<file path="config.mk">
export PLATFORM = sky130hd
export DESIGN_NAME = qspi_seq_engine
export DESIGN_NICKNAME = d
export VERILOG_FILES = /design/src/rtl/qspi_seq_engine.sv
export SDC_FILE = /design/constraint.sdc
export NUM_CORES = 1
export LEC_CHECK = 0
export CAP_MARGIN = 20
export CORE_ASPECT_RATIO = 0.5
export CORE_UTILIZATION = 57
export DETAILED_ROUTE_END_ITERATION = 8
export HOLD_SLACK_MARGIN = 0.08
export PLACE_DENSITY = 0.88
export SETUP_SLACK_MARGIN = 0.02
export SLEW_MARGIN = 20
export SYNTH_ARGS = -nofsm -noshare
export SYNTH_HDL_FRONTEND = slang
export SYNTH_SLANG_ARGS = --single-unit
</file>
<file path="constraint.sdc">
create_clock -name CLK -period 4.6 [get_ports CLK]
set_input_delay 0.92 -clock CLK [delete_from_list [all_inputs] [get_ports CLK]]
set_output_delay 0.92 -clock CLK [all_outputs]
set_load 0.03 [all_outputs]
</file>
<file path="src/rtl/qspi_seq_engine.sv">
// qspi_seq_engine: bit-level QSPI transaction sequencer.
// Accepts one decoded command per handshake. It then runs
// CS_SETUP -> CMD -> [ADDR] -> [DUMMY] -> [DATA] -> CS_HOLD -> CS_HIGH -> DONE
// and returns up to 32 bits of read data.
// Ports:
//   CLK, RSTb                  clock, async active-low reset
//   cmd_*                      command request/handshake and decoded fields
//   rsp_valid, rsp_rd_data     one-cycle completion pulse and read word
//   busy                       high from accept until rsp_valid
//   qspi_sclk_ddr, qspi_CSb    DDR SCLK pattern and chip select
//   qspi_dN_ddr_out/in         per-line DDR pad data (N = 0..3)
//   qspi_io_dir                pad direction, 1 = output, bit n = dn
module qspi_seq_engine #(
    parameter int unsigned CS_HIGH_MIN = 2,
    parameter int unsigned RD_LATENCY  = 1
) (
    input  logic        CLK,
    input  logic        RSTb,
    input  logic        cmd_valid,
    output logic        cmd_ready,
    input  logic [7:0]  cmd_opcode,
    input  logic        cmd_has_addr,
    input  logic [23:0] cmd_addr,
    input  logic        cmd_quad_addr,
    input  logic [3:0]  cmd_dummy,
    input  logic [2:0]  cmd_nbytes,
    input  logic        cmd_write,
    input  logic        cmd_quad_data,
    input  logic [31:0] cmd_wr_data,
    output logic        rsp_valid,
    output logic [31:0] rsp_rd_data,
    output logic        busy,
    output logic [1:0]  qspi_sclk_ddr,
    output logic        qspi_CSb,
    output logic [1:0]  qspi_d0_ddr_out,
    output logic [1:0]  qspi_d1_ddr_out,
    output logic [1:0]  qspi_d2_ddr_out,
    output logic [1:0]  qspi_d3_ddr_out,
    input  logic [1:0]  qspi_d0_ddr_in,
    input  logic [1:0]  qspi_d1_ddr_in,
    input  logic [1:0]  qspi_d2_ddr_in,
    input  logic [1:0]  qspi_d3_ddr_in,
    output logic [3:0]  qspi_io_dir
);

    localparam int unsigned CNT_W = 6;
    localparam logic [1:0]  LAT_SEL = 2'(RD_LATENCY);
    // Pipeline stages whose capture still lies in the future; DONE waits on them.
    localparam logic [2:0]  PEND_MASK = (RD_LATENCY <= 1) ? 3'b000 :
                                        3'((32'd1 << (RD_LATENCY - 1)) - 32'd1);

    typedef struct packed {
        logic [7:0]  opcode;
        logic        has_addr;
        logic [23:0] addr;
        logic        quad_addr;
        logic [3:0]  dummy;
        logic [2:0]  nbytes;
        logic        write;
        logic        quad_data;
        logic [31:0] wr_data;
    } cmd_t;

    typedef enum logic [3:0] {
        S_IDLE, S_CS_SETUP, S_CMD, S_ADDR, S_DUMMY, S_DATA, S_CS_HOLD, S_CS_HIGH, S_DONE
    } state_e;

    state_e             state_q, state_d;
    logic [CNT_W-1:0]   cnt_q, cnt_d;
    cmd_t               cmd_q, cmd_d;
    logic [31:0]        rd_data_q, rd_data_d;
    logic [2:0]         pipe_q;
    logic               cmd_ready_q, busy_q, rsp_valid_q;
    logic               csb_q, csb_d;
    logic [1:0]         sclk_q, sclk_d;
    logic [3:0]         dir_q, dir_d;
    logic [3:0]         dout_q, dout_d;     // {d3, d2, d1, d0}

    logic [2:0]         nb;
    logic               rd_pulse;
    logic [3:0]         tap;
    logic               cap_now;
    logic [3:0]         nib_in;
    logic [23:0]        addr_sh;
    logic [31:0]        wr_sh;
    logic               unused_in;

    // Byte count saturates at 4; read-pulse delay line selects the capture cycle.
    assign nb       = (cmd_q.nbytes > 3'd4) ? 3'd4 : cmd_q.nbytes;
    assign rd_pulse = (state_q == S_DATA) && !cmd_q.write;
    assign tap      = {pipe_q, rd_pulse};
    assign cap_now  = tap[LAT_SEL];
    assign nib_in   = {qspi_d3_ddr_in[1], qspi_d2_ddr_in[1], qspi_d1_ddr_in[1], qspi_d0_ddr_in[1]};
    assign unused_in = ^{qspi_d0_ddr_in[0], qspi_d1_ddr_in[0], qspi_d2_ddr_in[0], qspi_d3_ddr_in[0]};

    // Next-state, phase counter, command latch and read capture.
    always_comb begin
        state_d   = state_q;
        cnt_d     = cnt_q;
        cmd_d     = cmd_q;
        rd_data_d = rd_data_q;
        if (cap_now) begin
            rd_data_d = cmd_q.quad_data ? {rd_data_q[27:0], nib_in}
                                        : {rd_data_q[30:0], qspi_d1_ddr_in[1]};
        end
        case (state_q)
            S_IDLE: begin
                if (cmd_valid && cmd_ready_q) begin
                    state_d   = S_CS_SETUP;
                    rd_data_d = '0;
                    cmd_d     = '{opcode: cmd_opcode, has_addr: cmd_has_addr, addr: cmd_addr,
                                  quad_addr: cmd_quad_addr, dummy: cmd_dummy, nbytes: cmd_nbytes,
                                  write: cmd_write, quad_data: cmd_quad_data, wr_data: cmd_wr_data};
                end
            end
            S_CS_SETUP: begin
                state_d = S_CMD;
                cnt_d   = 6'd7;
            end
            S_CMD, S_ADDR, S_DUMMY, S_DATA: begin
                if (cnt_q != '0) begin
                    cnt_d = cnt_q - 6'd1;
                end else if (state_q == S_CMD && cmd_q.has_addr) begin
                    state_d = S_ADDR;
                    cnt_d   = cmd_q.quad_addr ? 6'd5 : 6'd23;
                end else if ((state_q inside {S_CMD, S_ADDR}) && cmd_q.dummy != 4'd0) begin
                    state_d = S_DUMMY;
                    cnt_d   = CNT_W'(cmd_q.dummy) - 6'd1;
                end else if (state_q != S_DATA && nb != 3'd0) begin
                    state_d = S_DATA;
                    cnt_d   = cmd_q.quad_data ? CNT_W'({nb, 1'b0}) - 6'd1
                                              : CNT_W'({nb, 3'b000}) - 6'd1;
                end else begin
                    state_d = S_CS_HOLD;
                end
            end
            S_CS_HOLD: begin
                state_d = S_CS_HIGH;
                cnt_d   = CNT_W'(CS_HIGH_MIN - 1);
            end
            S_CS_HIGH: begin
                if (cnt_q != '0) begin
                    cnt_d = cnt_q - 6'd1;
                end else if ((pipe_q & PEND_MASK) == 3'b000) begin
                    state_d = S_DONE;
                end
            end
            S_DONE:  state_d = S_IDLE;
            default: state_d = S_IDLE;
        endcase
    end

    // Pad drive for the upcoming cycle, decoded from the next state so pads are registered.
    always_comb begin
        csb_d   = 1'b1;
        sclk_d  = 2'b00;
        dir_d   = 4'b1101;
        dout_d  = 4'b1100;
        addr_sh = cmd_d.addr >> cnt_d;
        wr_sh   = cmd_d.wr_data >> cnt_d;
        case (state_d)
            S_CS_SETUP, S_CS_HOLD: csb_d = 1'b0;
            S_CMD: begin
                csb_d     = 1'b0;
                sclk_d    = 2'b10;
                dout_d[0] = cmd_d.opcode[cnt_d[2:0]];
            end
            S_ADDR: begin
                csb_d  = 1'b0;
                sclk_d = 2'b10;
                if (cmd_d.quad_addr) begin
                    dir_d  = 4'b1111;
                    dout_d = 4'(cmd_d.addr >> {cnt_d, 2'b00});
                end else begin
                    dout_d[0] = addr_sh[0];
                end
            end
            S_DUMMY: begin
                csb_d  = 1'b0;
                sclk_d = 2'b10;
                // Release the bus early so the flash can turn it around for quad reads.
                if (cmd_d.quad_data && !cmd_d.write) dir_d = 4'b0000;
            end
            S_DATA: begin
                csb_d  = 1'b0;
                sclk_d = 2'b10;
                if (cmd_d.quad_data) begin
                    if (cmd_d.write) begin
                        dir_d  = 4'b1111;
                        dout_d = 4'(cmd_d.wr_data >> {cnt_d, 2'b00});
                    end else begin
                        dir_d  = 4'b0000;
                    end
                end else if (cmd_d.write) begin
                    dout_d[0] = wr_sh[0];
                end
            end
            default: ;
        endcase
    end

    // State and output registers.
    always_ff @(posedge CLK or negedge RSTb) begin
        if (!RSTb) begin
            state_q     <= S_IDLE;
            cnt_q       <= '0;
            cmd_q       <= '0;
            rd_data_q   <= '0;
            pipe_q      <= '0;
            cmd_ready_q <= 1'b1;
            busy_q      <= 1'b0;
            rsp_valid_q <= 1'b0;
            csb_q       <= 1'b1;
            sclk_q      <= 2'b00;
            dir_q       <= 4'b1101;
            dout_q      <= 4'b1100;
        end else begin
            state_q     <= state_d;
            cnt_q       <= cnt_d;
            cmd_q       <= cmd_d;
            rd_data_q   <= rd_data_d;
            pipe_q      <= tap[2:0];
            cmd_ready_q <= (state_d == S_IDLE);
            busy_q      <= (state_d != S_IDLE);
            rsp_valid_q <= (state_d == S_DONE);
            csb_q       <= csb_d;
            sclk_q      <= sclk_d;
            dir_q       <= dir_d;
            dout_q      <= dout_d;
        end
    end

    assign cmd_ready       = cmd_ready_q;
    assign busy            = busy_q;
    assign rsp_valid       = rsp_valid_q;
    assign rsp_rd_data     = rd_data_q;
    assign qspi_CSb        = csb_q;
    assign qspi_sclk_ddr   = sclk_q;
    assign qspi_io_dir     = dir_q;
    assign qspi_d0_ddr_out = {2{dout_q[0]}};
    assign qspi_d1_ddr_out = {2{dout_q[1]}};
    assign qspi_d2_ddr_out = {2{dout_q[2]}};
    assign qspi_d3_ddr_out = {2{dout_q[3]}};

endmodule
</file>
## Word-level counts from Yosys, hierarchy flattened

Index checks and enable logic that the tools add are counted.

| storage, ports and cells | value |
|---|---|
| bits in registers | 132 |
| input port bits | 86 |
| output and inout bits | 50 |
| word-level logic and storage cells | 103 |

| cells by class | value |
|---|---|
| $add $sub $neg | 4 |
| $lt $le $gt $ge | 2 |
| equality and inequality tests | 15 |
| shift operators | 4 |
| multiplexer cells | 39 |
| reduce and logical (&&, ||, !) cells | 19 |

Operators by type and width:

| cell | number |
|---|---|
| 75-bit 2-to-1 mux | 2 |
| 32-bit 2-to-1 mux | 4 |
| 6-bit 2-to-1 mux | 6 |
| 32-bit by 6-bit right shift with 1-bit output | 1 |
| 32-bit by 8-bit right shift with 4-bit output | 1 |
| 4-bit by 3-bit == test with 1-bit output (second input constant) | 7 |
| 4-bit 2-to-1 mux | 7 |
| 6-bit one-hot mux with 4 select lines | 1 |
| 24-bit by 6-bit right shift with 1-bit output | 1 |
| 24-bit by 8-bit right shift with 4-bit output | 1 |
| 4-bit one-hot mux with 5 select lines | 1 |
| 4-bit by 2-bit == test with 1-bit output (second input constant) | 4 |
| 3-bit 2-to-1 mux | 4 |
| 4-bit one-hot mux with 3 select lines | 1 |
| 6-bit by 1-bit subtractor with 6-bit output (second input constant) | 2 |
| 4-bit by 1-bit subtractor with 5-bit output (second input constant) | 2 |
| 4-bit by 1-bit == test with 1-bit output (second input constant) | 2 |
| 4-bit zero test | 2 |
| 2-bit 2-to-1 mux | 4 |
| 4-bit nonzero test | 2 |
| 4-bit OR reduction | 2 |
| 1-bit logical AND | 6 |
| 3-bit one-hot mux with 2 select lines | 1 |
| 6-bit nonzero test | 1 |
| 13 further kinds | 18 |

## Logic depth before layout (Yosys ltp)

Gate-level depths: netlist (run 1).

| depth | value |
|---|---|
| depth in word-level cells | 13 |
| depth in mapped cells | 16 |
| depth with buffers taken out | 13 |

## Worst setup path after synthesis (run 1)

Ideal clock, no wire load.

| timing path | value |
|---|---|
| kind | register to register |
| from | register cmd_q[37] (netlist name) |
| to | register dout_q[0] |
| data arrival time | 2966 ps |
| data required time | 4528 ps |
| path slack | 1562 ps |
| stages on the path, launching flop included | 14 |
| path buffers | 1 |
| clock period less this slack | 3038 ps |
| path through | dfrtp_1 > inv_1 > ha_1 > or3b_1 > a211oi_2 > a31oi_1 > or4_1 > buf_2 > clkinv_1 > o21ai_0 > a211oi_1 > nor4_1 > a2111oi_0 > nand4b_1 |

| between the ends | value |
|---|---|
| longest elaborated chain between the ends | 10 |

RTL lines:

| what | line | text |
|---|---|---|
| start: declaration | 70 | `cmd_t cmd_q, cmd_d;` |
| start signal: assignment | 220 | `cmd_q <= cmd_d;` |
| branches (longest 2 deep; another with 4-bit by 1-bit subtractor with 5-bit output) | - |  |
| 6-bit 2-to-1 mux * | 126 | `end else if ((state_q inside {S_CMD, S_ADDR}) && cmd_q.dummy != 4'd0) begin` |
| 6-bit 2-to-1 mux * | 123 | `end else if (state_q == S_CMD && cmd_q.has_addr) begin` |
| 6-bit 2-to-1 mux * | 121 | `if (cnt_q != '0) begin` |
| 6-bit one-hot mux with 4 select lines * | 106 | `case (state_q)` |
| via cnt_d[3] | 69 | `logic [CNT_W-1:0] cnt_q, cnt_d;` |
| 32-bit by 6-bit right shift with 1-bit output / 32-bit by 8-bit right shift with 4-bit output (equally long branches) | 160, 190 |  |
| 1-bit 2-to-1 mux / 4-bit 2-to-1 mux (equally long branches) | 194, 188 |  |
| 1-bit 2-to-1 mux | 187 | `if (cmd_d.quad_data) begin` |
| 1-bit one-hot mux with 3 select lines * | 161 | `case (state_d)` |
| via dout_d[0] | 77 | `logic [3:0] dout_q, dout_d;` |
| end signal: assignment | 229 | `dout_q <= dout_d;` |
| end: declaration | 77 |  |

Mark *: on every way through the listed nets, which the timed path passes. The select of a mux whose other input is x is not followed.
A chain may end at the register's enable or synchronous reset.

## Worst setup path in the final report (run 1)

| timing path | value |
|---|---|
| from | register state_q[1] |
| to | register dout_q[0] |

| between the ends | value |
|---|---|
| longest elaborated chain between the ends | 11 |

RTL lines:

| what | line | text |
|---|---|---|
| start: declaration | 68 | `state_e state_q, state_d;` |
| start signal: assignment | 218 | `state_q <= state_d;` |
| 4-bit by 3-bit inequality test with 1-bit output, or another cell as far along | 129 | `end else if (state_q != S_DATA && nb != 3'd0) begin` |
| 1-bit logical AND / 2-bit nonzero test (equally long branches) | 129, 126 |  |
| 6-bit 2-to-1 mux / 1-bit logical AND (equally long branches) | 129, 126 |  |
| 6-bit 2-to-1 mux | 126 |  |
| 6-bit 2-to-1 mux | 123 |  |
| 6-bit 2-to-1 mux | 121 |  |
| 6-bit one-hot mux with 4 select lines | 106 |  |
| 32-bit by 6-bit right shift with 1-bit output / 32-bit by 8-bit right shift with 4-bit output (equally long branches) | 160, 190 |  |
| 1-bit 2-to-1 mux / 4-bit 2-to-1 mux (equally long branches) | 194, 188 |  |
| 1-bit 2-to-1 mux | 187 |  |
| 1-bit one-hot mux with 3 select lines * | 161 |  |
| via dout_d[0] | 77 |  |

Mark *: on every way through the listed nets, which the timed path passes. The rest lies on a longest branch. The select of a mux whose other input is x is not followed.

==> reports/metrics.csv, run 1 <==
stage,metric,value,unit
sta,hold_viol_final,0,
detailed_routing,wl_per_cell,19.0,µm
logic_synthesis,synth_area,7200,µm²
critical_path,worst-path-buf-inv,1,
logic_synthesis,yosysUniqueCellTypes,77,
clocking,cts_made_buffers,17,
sta,max_slew_margin,0.314,
critical_path,endpoint_kind,flop,
sta,fin_crit,3.92,ns
logic_synthesis,synthArstFlopShare,1.00,
detailed_routing,postRouteAntennaNets,0,
logic_synthesis,yosysWarnings,0,
global_route,grt_pass1_vias,6393,
sta,clock.fmax,0.255,GHz
floorplanning,die_height,81.5,µm
clocking,cts_resized,0,
power,switchingPower,3.98,mW
logic_synthesis,ys_ff_latch,129,
clocking,clk_pin_slew_worst_paths,0.06,ns
floorplanning,pin_count,136,
logic_synthesis,synthesis.nets,876,
critical_path,critPathMaxStageDelay,0.69,ns
layout,syn_to_final_growth,27.0,%
job,maxCapViolCount,0,
critical_path,crit_path_cell_trace,"or3b_4, a21oi_4, a211oi_2, a221oi_4, nor2_8, inv_2, nor2_1, a2111oi_1, nor4_1, a2111oi_0, nand4b_1",
critical_path,cp_top_family,compound AO/OA/AOI/OAI gates,
clocking,ctsHtreeMaxLevel,4,
logic_synthesis,synth-edff-count,0,
clocking,cts_tree,built,
layout,n_antenna_cell,0,
critical_path,crit_arrival,4.27,ns
detailed_routing,drt_iter0_markers,928,
global_route,grt_max_degree,71,
hold_path,min_path_type,flop to flop,
sta,fin_tns_setup,0,ns
layout,layout.nets,984,
clocking,clockBufferDepth,2,
logic_synthesis,synth_ff_type,dfrtp_1,
place,place_hpwl,13900,µm
clocking,cts_sinks,129,
logic_synthesis,synth-seq-area-share,0.449,
floorplanning,core,12100,µm²
power,p_per_area,913,nW/µm²
status,status,"finished, final reports clean",
clocking,clk-insertion-delay-late,0.42,ns
power,leakage,4.03,nW
critical_path,cp_max_fo,29,
logic_synthesis,synth_area_per_cell,9.18,µm²
critical_path,reg2reg_slack,0.68,ns
detailed_routing,firstDrtPassIters,6,
critical_path,startpoint_type,flop,
power,p_sw_frac,0.477,
sta,tightest_slew,1.03,ns
layout,fill_cells,819,
critical_path,cp.required,4.94,ns
detailed_routing,via_count,6634,
power,comb_power_share,0.586,
clocking,post-cts-setup-buffers,0,
sta,setup_viol,0,
critical_path,cp_slowest_cell,dfrtp_1,
global_route,grt_usage,0.326,
sta,rsz0062_at_grt,false,
global_route,globalRouteOverflowTotal,0,
layout,drive_gt1_frac,0.0940,
detailed_routing,avgViaCountPerCell,6.21,
sta,fin_skew,0.0102,ns
floorplanning,die_area,13100,µm²
power,peakVddDrop,0.000422,V
detailed_routing,routed_wl,20300,µm
power,power.internal,4.37,mW
place,portBuffers,130,
logic_synthesis,postSynthCellCount,784,
global_route,grt_pass1_wl,32800,µm
global_route,antenna_found_initial,0,
clocking,cts_root_buffer,clkbuf_16,
power,clkPwrFrac,0.162,
floorplanning,rows,28,
sta,finalCritPeriodShare,0.853,
place,finalWeightedCongestion,0.936,
floorplanning,floorplan.initialDensity,0.597,
power,pwr-share-seq,0.252,
critical_path,path_class,flop to flop,
sta,drv_slew,0,
layout,fin_util,0.758,
clocking,cts_hold_buf,0,
detailed_routing,drcViolationCount,0,
floorplanning,dieWidth,161,µm
## power groups by stage
stage	combinational (mW)	clock [mW]	sequential (mW)
2_1_floorplan	3.18	0	2.24
3_3_place_gp	4.51	0	2.08
3_5_place_dp	4.64	0	2.10
4_1_cts	4.75	1.37	2.09
5_1_grt	5.22	1.42	2.17
6_report	4.89	1.35	2.10
## synthesized netlist by cell type, drive strengths merged (10+ instances only)
master  count  share of area
a211oi     39          0.042
a21oi      26          0.021
buf        30          0.025
clkbuf     26          0.014
dfrtp     124           0.43
inv        38          0.020
mux2i      63          0.088
nand2     169          0.088
nand3      10         0.0070
nor2       75          0.042
nor3       11         0.0083
o21ai      35          0.024
## area by class of cell
| class | instances | area, µm² | area share |
|---|---|---|---|
| well taps | 165 | 206 | 0.0226 |
| flip-flops and latches | 129 | 3240 | 0.354 |
| clock inverters | 13 | 151 | 0.0166 |
| inverters | 39 | 146 | 0.0160 |
| clock buffers | 18 | 439 | 0.0480 |
| repair buffers | 145 | 1410 | 0.154 |
| multi-input cells | 560 | 3550 | 0.388 |
## per-stage QoR
step	hold WS, ns	power (mW)	setup WS, ns	instances	instance area (µm²)
6_report	0.414	8.35	0.677	1069	9140
2_1_floorplan	0.402	5.42	1.56	784	7200
5_1_grt	0.442	8.80	0.621	1069	9140
3_5_place_dp	0.413	6.75	0.762	1038	8540
4_1_cts	0.419	8.20	0.872	1069	9130
3_3_place_gp	0.404	6.59	0.833	1038	8540
## cell usage in the layout (no fill, tap or decap), types with 6 or more instances in the layout
master,synthesis,final
o21ai_0,29,29
nand2_1,169,169
mux2i_1,63,63
nand2b_1,8,8
o211ai_1,6,6
buf_4,10,16
nor2_1,72,72
nor2b_1,6,6
nor3_1,10,10
nor4_1,6,6
dfrtp_1,124,122
nand3_1,10,10
inv_1,36,36
a21oi_1,24,24
mux4_2,7,7
clkbuf_16,0,17
ha_1,6,6
a211oi_1,37,37
o21ai_1,6,6
clkdlybuf4s50_1,0,129
## path summary, 6_finish.rpt
path	start	to	cells past startpoint
hold / removal	cmd_q[33]	pipe_q[0]	1
min in group asynchronous	RSTb	cmd_q[57]	1
setup / recovery	state_q[1]	dout_q[0]	11
max in group asynchronous	RSTb	cmd_q[72]	2
setup reg to reg	state_q[1]	dout_q[0]	11
hold reg to reg	cmd_q[33]	pipe_q[0]	1
## flip-flops by register name (all words and copies together) (netlist names)
| signal | cells |
|---|---|
| cmd_q | 75 |
| rsp_rd_data | 32 |
| cnt_q | 6 |
| dout_q | 4 |
| state_q | 4 |
| qspi_io_dir | 2 |
| busy | 1 |
| cmd_ready | 1 |
| pipe_q | 1 |
| qspi_CSb | 1 |
| qspi_sclk_ddr | 1 |
| rsp_valid | 1 |
## kinds of logic (layout without fill, tap and decap cells)
group                    after synthesis  after routing  synth area share
multiplexers                          74             74             0.120
other                                  1              1          0.000521
AND/OR/NAND/NOR                      315            315             0.197
AO/OA/AOI/OAI                        159            159             0.158
buffers and inverters                 95            215            0.0591
XOR/XNOR                               5              5           0.00608
flip-flops                           129            129             0.449
adder cells (fa/ha/maj)                6              6            0.0104
## per-layer routing
layer	share of wire	track usage
met4	0.029	0.119
met5	0	0
met2	0.46	0.528
met1	0.41	0.433
met3	0.095	0.0773
Note: power is estimated with default switching activity, not from simulation.
==> run 2: changes to the inputs <==
ABC_AREA = 1   (was default)
CORE_UTILIZATION = 58   (was 57)
PLACE_DENSITY = 0.89   (was 0.88)
==> run 2 against run 1 <==
  * Area after synthesis up 4.6%
  * Cell area up 2.2%
  * Utilization up 0.54 points
  * Non-clock buffer count down 9
  * Maximum frequency up 16%
  * Final cell count up 22%
  * Largest cell class unchanged
  * Combinational power down 19%
==> reports/metrics.csv, run 2 <==
stage,metric,value,unit,change
global_route,globalRouteOverflowTotal,0,,unchanged
sta,drv_slew,0,,unchanged
clocking,cts_root_buffer,clkbuf_16,,
power,peakVddDrop,0.000448,V,+6.2%
sta,setup_viol,0,,unchanged
critical_path,cp_top_family,simple AND/OR/NAND/NOR gates,,
layout,layout_commonest_cell,nand2_1,,
global_route,antenna_found_initial,0,,unchanged
critical_path,endpoint_kind,flop,,
detailed_routing,postRouteAntennaNets,0,,unchanged
power,p_sw_frac,0.490,,+0.0131
logic_synthesis,synth_common_cells,"nand2_1, inv_1, dfrtp_1, o21ai_0, nor2_1",,
critical_path,crit_start,cmd_q[34],,
sta,fin_skew,0.00739,ns,-0.00286 ns
critical_path,worst-path-buf-inv,1,,unchanged
power,p_per_area,757,nW/µm²,-17%
layout,largest_reg_flops,75,,unchanged
power,finalPower,7.07,mW,-15%
place,portBuffers,130,,unchanged
power,pwr-share-seq,0.249,,-0.003
job,maxCapViolCount,0,,unchanged
clocking,cts_made_buffers,17,,unchanged
logic_synthesis,synth-edff-count,0,,unchanged
logic_synthesis,ys_ff_latch,129,,unchanged
detailed_routing,wl_per_cell,15.2,µm,-20%
global_route,grt_pass1_wl,33000,µm,+0.65%
logic_synthesis,netlist_top_cells_area,"dfrtp_1, nand2_1, inv_1",,
logic_synthesis,synth_area_per_cell,7.28,µm²,-21%
clocking,cts_resized,0,,unchanged
logic_synthesis,synth_ff_type,dfrtp_1,,
layout,layout.nets,1222,,+24%
logic_synthesis,synth_top_area_frac,0.412,,-0.0191
clocking,cts_hold_buf,0,,unchanged
critical_path,path_class,flop to flop,,
floorplanning,dieWidth,163,µm,+1.4%
logic_synthesis,yosysUniqueCellTypes,44,,-43%
critical_path,r2r_cells,20,,+9
sta,fin_crit,3.37,ns,-0.554 ns
layout,syn_to_final_growth,24.0,%,
floorplanning,core,12200,µm²,+1.5%
floorplanning,floorplan.initialDensity,0.616,,+0.0188
critical_path,timing.rr.end,dout_q[1],,
clocking,ctsHtreeMaxLevel,4,,unchanged
layout,stdcell_area,9340,µm²,+2.2%
floorplanning,pin_count,136,,unchanged
critical_path,critPathMaxStageDelay,0.74,ns,+0.05 ns
place,place_hpwl,13400,µm,-3.0%
critical_path,reg2reg_slack,1.23,ns,+0.55 ns
clocking,cts_sinks,129,,unchanged
logic_synthesis,synthArstFlopShare,1.00,,unchanged
critical_path,cp.required,4.95,ns,about the same
global_route,grt_max_degree,115,,+62%
detailed_routing,avgViaCountPerCell,5.50,,-11%
sta,hold_viol_final,0,,unchanged
clocking,cts_tree,built,,
global_route,grt_pass1_vias,6763,,+5.8%
place,placed_cell_area,8760,µm²,+2.5%
layout,drive_gt1_frac,0.0919,,-0.00208
detailed_routing,via_count,7194,,+8.4%
critical_path,crit_arrival,3.72,ns,-0.55 ns
place,finalWeightedCongestion,0.942,,+0.58%
logic_synthesis,synthesis.nets,1126,,+29%
global_route,grt_usage,0.317,,-0.00898
layout,final_cell_mix,"nand2_1, inv_1, clkdlybuf4s50_1",,
detailed_routing,firstDrtPassIters,6,,unchanged
logic_synthesis,yosysWarnings,0,,unchanged
clocking,clk-insertion-delay-late,0.42,ns,about the same
sta,max_slew_margin,0.319,,+0.00550
floorplanning,die_area,13500,µm²,+2.8%
sta,tightest_slew,1.02,ns,-0.0107 ns
status,status,"finished, final reports clean",,
critical_path,crit_path_cell_trace,"inv_1, nand2_1, nand2_1, nand2_1, ha_1, nand2_1, nand2_2, nor2_2, nand2_1, nand3_1, nand2_1, nand2_2, nand2_1, nand2_1, nand2_1, o21ai_1, nand2_1, nand3_1, nand3b_1, nor2_1",,
critical_path,cp_max_fo,30,,+3.4%
logic_synthesis,yosysMostFrequentCell,nand2_1,,
critical_path,r2r_start,cmd_q[34],,
detailed_routing,routed_wl,19900,µm,-2.3%
floorplanning,rows,28,,unchanged
critical_path,path_common_cell,nand2_1,,
power,comb_power_share,0.562,,-0.024
sta,rsz0062_at_grt,false,,
floorplanning,die_height,82.6,µm,+1.4%
logic_synthesis,yosysTopAreaCell,dfrtp_1,,
detailed_routing,drt_iter0_markers,912,,-1.7%
layout,fin_cells,1307,,+22%
logic_synthesis,synth-seq-area-share,0.429,,-0.0199
place,dp_cells,1276,,+23%
logic_synthesis,synth_area,7530,µm²,+4.6%
clocking,clk_pin_slew_worst_paths,0.06,ns,about the same
sta,finalCritPeriodShare,0.732,,-0.120
critical_path,startpoint_type,flop,,
sta,hold_slack,0.455,ns,+0.0408 ns
clocking,clockBufferDepth,2,,unchanged
sta,clock.fmax,0.297,GHz,+16%
power,leakage,4.37,nW,+8.6%
critical_path,crit_cells,20,,+9
detailed_routing,drcViolationCount,0,,unchanged
clocking,post-cts-setup-buffers,0,,unchanged
sta,fin_tns_setup,0,ns,unchanged
layout,regMostFlops,cmd_q,,
critical_path,cp_slowest_cell,nand2_1,,
hold_path,min_path_type,flop to flop,,
layout,n_antenna_cell,0,,unchanged
power,switchingPower,3.46,mW,-13%
critical_path,cp-endpoint,dout_q[1],,
place,post-place-ws,0.932,ns,+0.170 ns
sta,setup_slack,1.23,ns,+0.554 ns
layout,fin_util,0.764,,+0.00541
power,power.internal,3.61,mW,-17%
power,clkPwrFrac,0.189,,+0.027
logic_synthesis,postSynthCellCount,1034,,+32%
-- run 2: cell types whose count changed after synthesis, sizes merged, moves of 55 or more --
cell / delta
inv: +107
mux2i: -61
nand2: +76
nand3: +62
o21ai: +87
or2: +55
-- run 2: worst register-to-register path, cell delays in order, from the launching register on --
cell and delay [ns]:
dfrtp_1 0.39, inv_1 0.09, nand2_1 0.07, nand2_1 0.06
nand2_1 0.12, ha_1 0.22, nand2_1 0.10, nand2_2 0.09
nor2_2 0.24, nand2_1 0.09, nand3_1 0.07, nand2_1 0.07
nand2_2 0.10, nand2_1 0.06, nand2_1 0.74, nand2_1 0.13
o21ai_1 0.31, nand2_1 0.09, nand3_1 0.09, nand3b_1 0.08
nor2_1 0.11
-- run 2: final cells by class --
type                       instances  area, µm²
clock buffer                      18        439
timing repair buffer             136       1360
clock inverter                    13        139
fill                             919       2890
inverter                         146        548
tap                              165        206
multi-input combinational        700       3410
sequential                       129       3240
-- run 2: power by group through the flow --
stage | Sequential, mW | Clock, mW | Combinational, mW
detailed placement | 1.77 | 0 | 3.79
global route | 1.80 | 1.40 | 4.38
global placement | 1.74 | 0 | 3.71
floorplan | 1.84 | 0 | 2.86
finish | 1.76 | 1.34 | 3.97
CTS | 1.75 | 1.34 | 3.89
-- run 2: worst min path at each step --
stage / from / endpoint / slack (ns) / depth (start not counted)
finish: cmd_q[33] / pipe_q[0] / 0.46 / 1
global route: cmd_q[33] / pipe_q[0] / 0.46 / 1
CTS: cmd_q[33] / pipe_q[0] / 0.46 / 1
detailed placement: cmd_q[33] / pipe_q[0] / 0.45 / 1
global placement: cmd_q[33] / pipe_q[0] / 0.43 / 1
floorplan: cmd_q[33] / pipe_q[0] / 0.40 / 1
-- run 2: cell families (layout without fill, tap and decap cells) --
logic type                 Yosys count  after routing  synth area share
and+or+nand+nor                    502            502             0.300
buffers and inverters              205            313             0.118
AOI/OAI and AO/OA                  187            187             0.138
DFF                                129            129             0.429
other                                1              1          0.000498
adders and majority gates            6              6           0.00997
xor gates and xnor gates             2              2           0.00233
muxes                                2              2           0.00266
-- run 2: per-layer routing --
layer / vias up / share of wire / GRT usage
li1: 3445 / - / -
met1: 3324 / 0.43 / 0.427
met2: 382 / 0.46 / 0.519
met3: 43 / 0.082 / 0.0514
met4: 0 / 0.021 / 0.123
met5: - / 0 / 0
==> RTL change, RTL diff (flow settings as in run 2) <==
The localparam `CNT_W` goes from 6 to 7.
--- a/src/rtl/qspi_seq_engine.sv
+++ b/src/rtl/qspi_seq_engine.sv
@@ -45,3 +45,3 @@
 
-    localparam int unsigned CNT_W = 6;
+    localparam int unsigned CNT_W = 7;
     localparam logic [1:0]  LAT_SEL = 2'(RD_LATENCY);
Check against the original RTL: same outputs for any inputs over 10 cycles, from zero or initial values and one cycle with RSTb low; that may be too few to reach the edited logic, so the function may still have changed.
==> RTL change against run 2 <==
  * Global-route usage down 1.7 points
  * Synthesized area down 0.68%
  * Die area down 0.67%
  * Fmax down 3.5%
  * Sequential share of layout area up 0.39 points
  * Cell area down 0.35%
  * Sequential cell count up 1
  * Routed wire length down 2.1%
  * Critical path type unchanged
  * Synthesized cell count up 2.0%
  * Worst setup slack worse by 0.12 ns
Power is not compared: it rests on default switching activity, and its combinational part moved more than twofold at a synthesized area within 25%.
==> RTL change: results <==
{
  "hold_path.class": "flop to flop",
  "wirelength_mm": 19.5,
  "dp_hpwl_mm": 13.3,
  "synth.avg_cell_area_um2": 7.09,
  "synth_area_leaders": "dfrtp_1, nand2_1, nand3_1, inv_1, nor2_1",
  "antenna_found_initial": 0,
  "p_leak_nw": 4.83,
  "synth-main-ff-cell": "dfrtp_1",
  "slowest_delay_ns": 0.54,
  "drive_above_1_share": 0.0765,
  "rr_worst_depth": 21,
  "n_antenna_cell": 0,
  "path_max_fanout": 31,
  "synthMuxAreaShare": 0.00401,
  "r2r_slack_ns": 1.11,
  "wl_met2_mm": 9.22,
  "grt_start_max_net_pins": 87,
  "track_usage": 0.299,
  "grt_pass1_wl_mm": 31.4,
  "drt_pass1_iterations": 5,
  "synth_top_cells_by_count": "nand2_1, dfrtp_1, inv_1, nor2_1, nand3_1",
  "largest_reg_flops": 75,
  "highest_layer": "met4",
  "slowest_stage": "nand2_2",
  "syn_nets": 1145,
  "ys_types": 46,
  "critPathTopFamily": "simple AND/OR/NAND/NOR gates",
  "hold_depth": 1,
  "status": "complete, no violations",
  "finClkSkew_ns": 0.0106,
  "detail_route.wl_per_cell_um": 14.7,
  "ctsHtreeMaxLevel": 4,
  "grt_pass1_vias": 6734,
  "critPathArrivalTime_ns": 3.79,
  "rr_startpoint": "cnt_q[0]$_DFF_PN0_",
  "gp_congestion": 0.932,
  "dp.cells": 1297,
  "met1Wirelength_mm": 8.54,
  "synth_fa_ha_area_frac": 0.00669,
  "ir_worst_vdd_v": 0.000197,
  "synth_compound_area_frac": 0.101,
  "drt-initial-drc-count": 819,
  "avgViaCountPerCell": 5.46,
  "fin_nets": 1241,
  "relSlewSlack": 0.344,
  "reg2reg_to": "dout_q[0]$_DFF_PN0_",
  "met3RoutedLength_mm": 1.40,
  "synth_xor_area_frac": 0.00468,
  "ys_seq_area_frac": 0.436
}
## RTL change: power breakdown
part           switching [mW]  internal (mW)
Clock                   0.550          0.857
Sequential                  0           1.14
Combinational          0.0360         0.0624
## RTL change: worst max path at each step
stage	startpoint	endpoint	slack (ns)	cells past startpoint
2_1_floorplan	cmd_valid	dout_q[0]$_DFF_PN0_	2.07	12
3_3_place_gp	cmd_valid	dout_q[0]$_DFF_PN0_	1.18	13
3_5_place_dp	cmd_valid	dout_q[0]$_DFF_PN0_	1.09	13
4_1_cts	cnt_q[0]$_DFF_PN0_	dout_q[0]$_DFF_PN0_	1.21	21
5_1_grt	cnt_q[0]$_DFF_PN0_	dout_q[0]$_DFF_PN0_	0.85	23
6_report	cnt_q[0]$_DFF_PN0_	dout_q[0]$_DFF_PN0_	1.11	21
## RTL change: stage by stage
step | setup slack (ns) | cell area [um^2] | hold slack [ns]
2_1_floorplan | 2.07 | 7480 | 0.404
3_3_place_gp | 1.18 | 8690 | 0.425
3_5_place_dp | 1.09 | 8690 | 0.431
4_1_cts | 1.21 | 9300 | 0.443
5_1_grt | 0.848 | 9310 | 0.473
6_report | 1.11 | 9310 | 0.459
## RTL change: per-layer routing
metal / vias up / global-route usage
met4: 0 / 0.0869
met5: - / 0
met1: 3371 / 0.391
li1: 3514 / -
met3: 40 / 0.0569
met2: 326 / 0.517
## RTL change: area by class of cell
| class | count | area [um^2] |
|---|---|---|
| well taps | 165 | 206 |
| inverters | 108 | 412 |
| clock buffers | 17 | 425 |
| multi-input cells | 759 | 3480 |
| clock inverters | 15 | 181 |
| flip-flops and latches | 130 | 3260 |
| fillers | 908 | 2890 |
| repair buffers | 135 | 1340 |
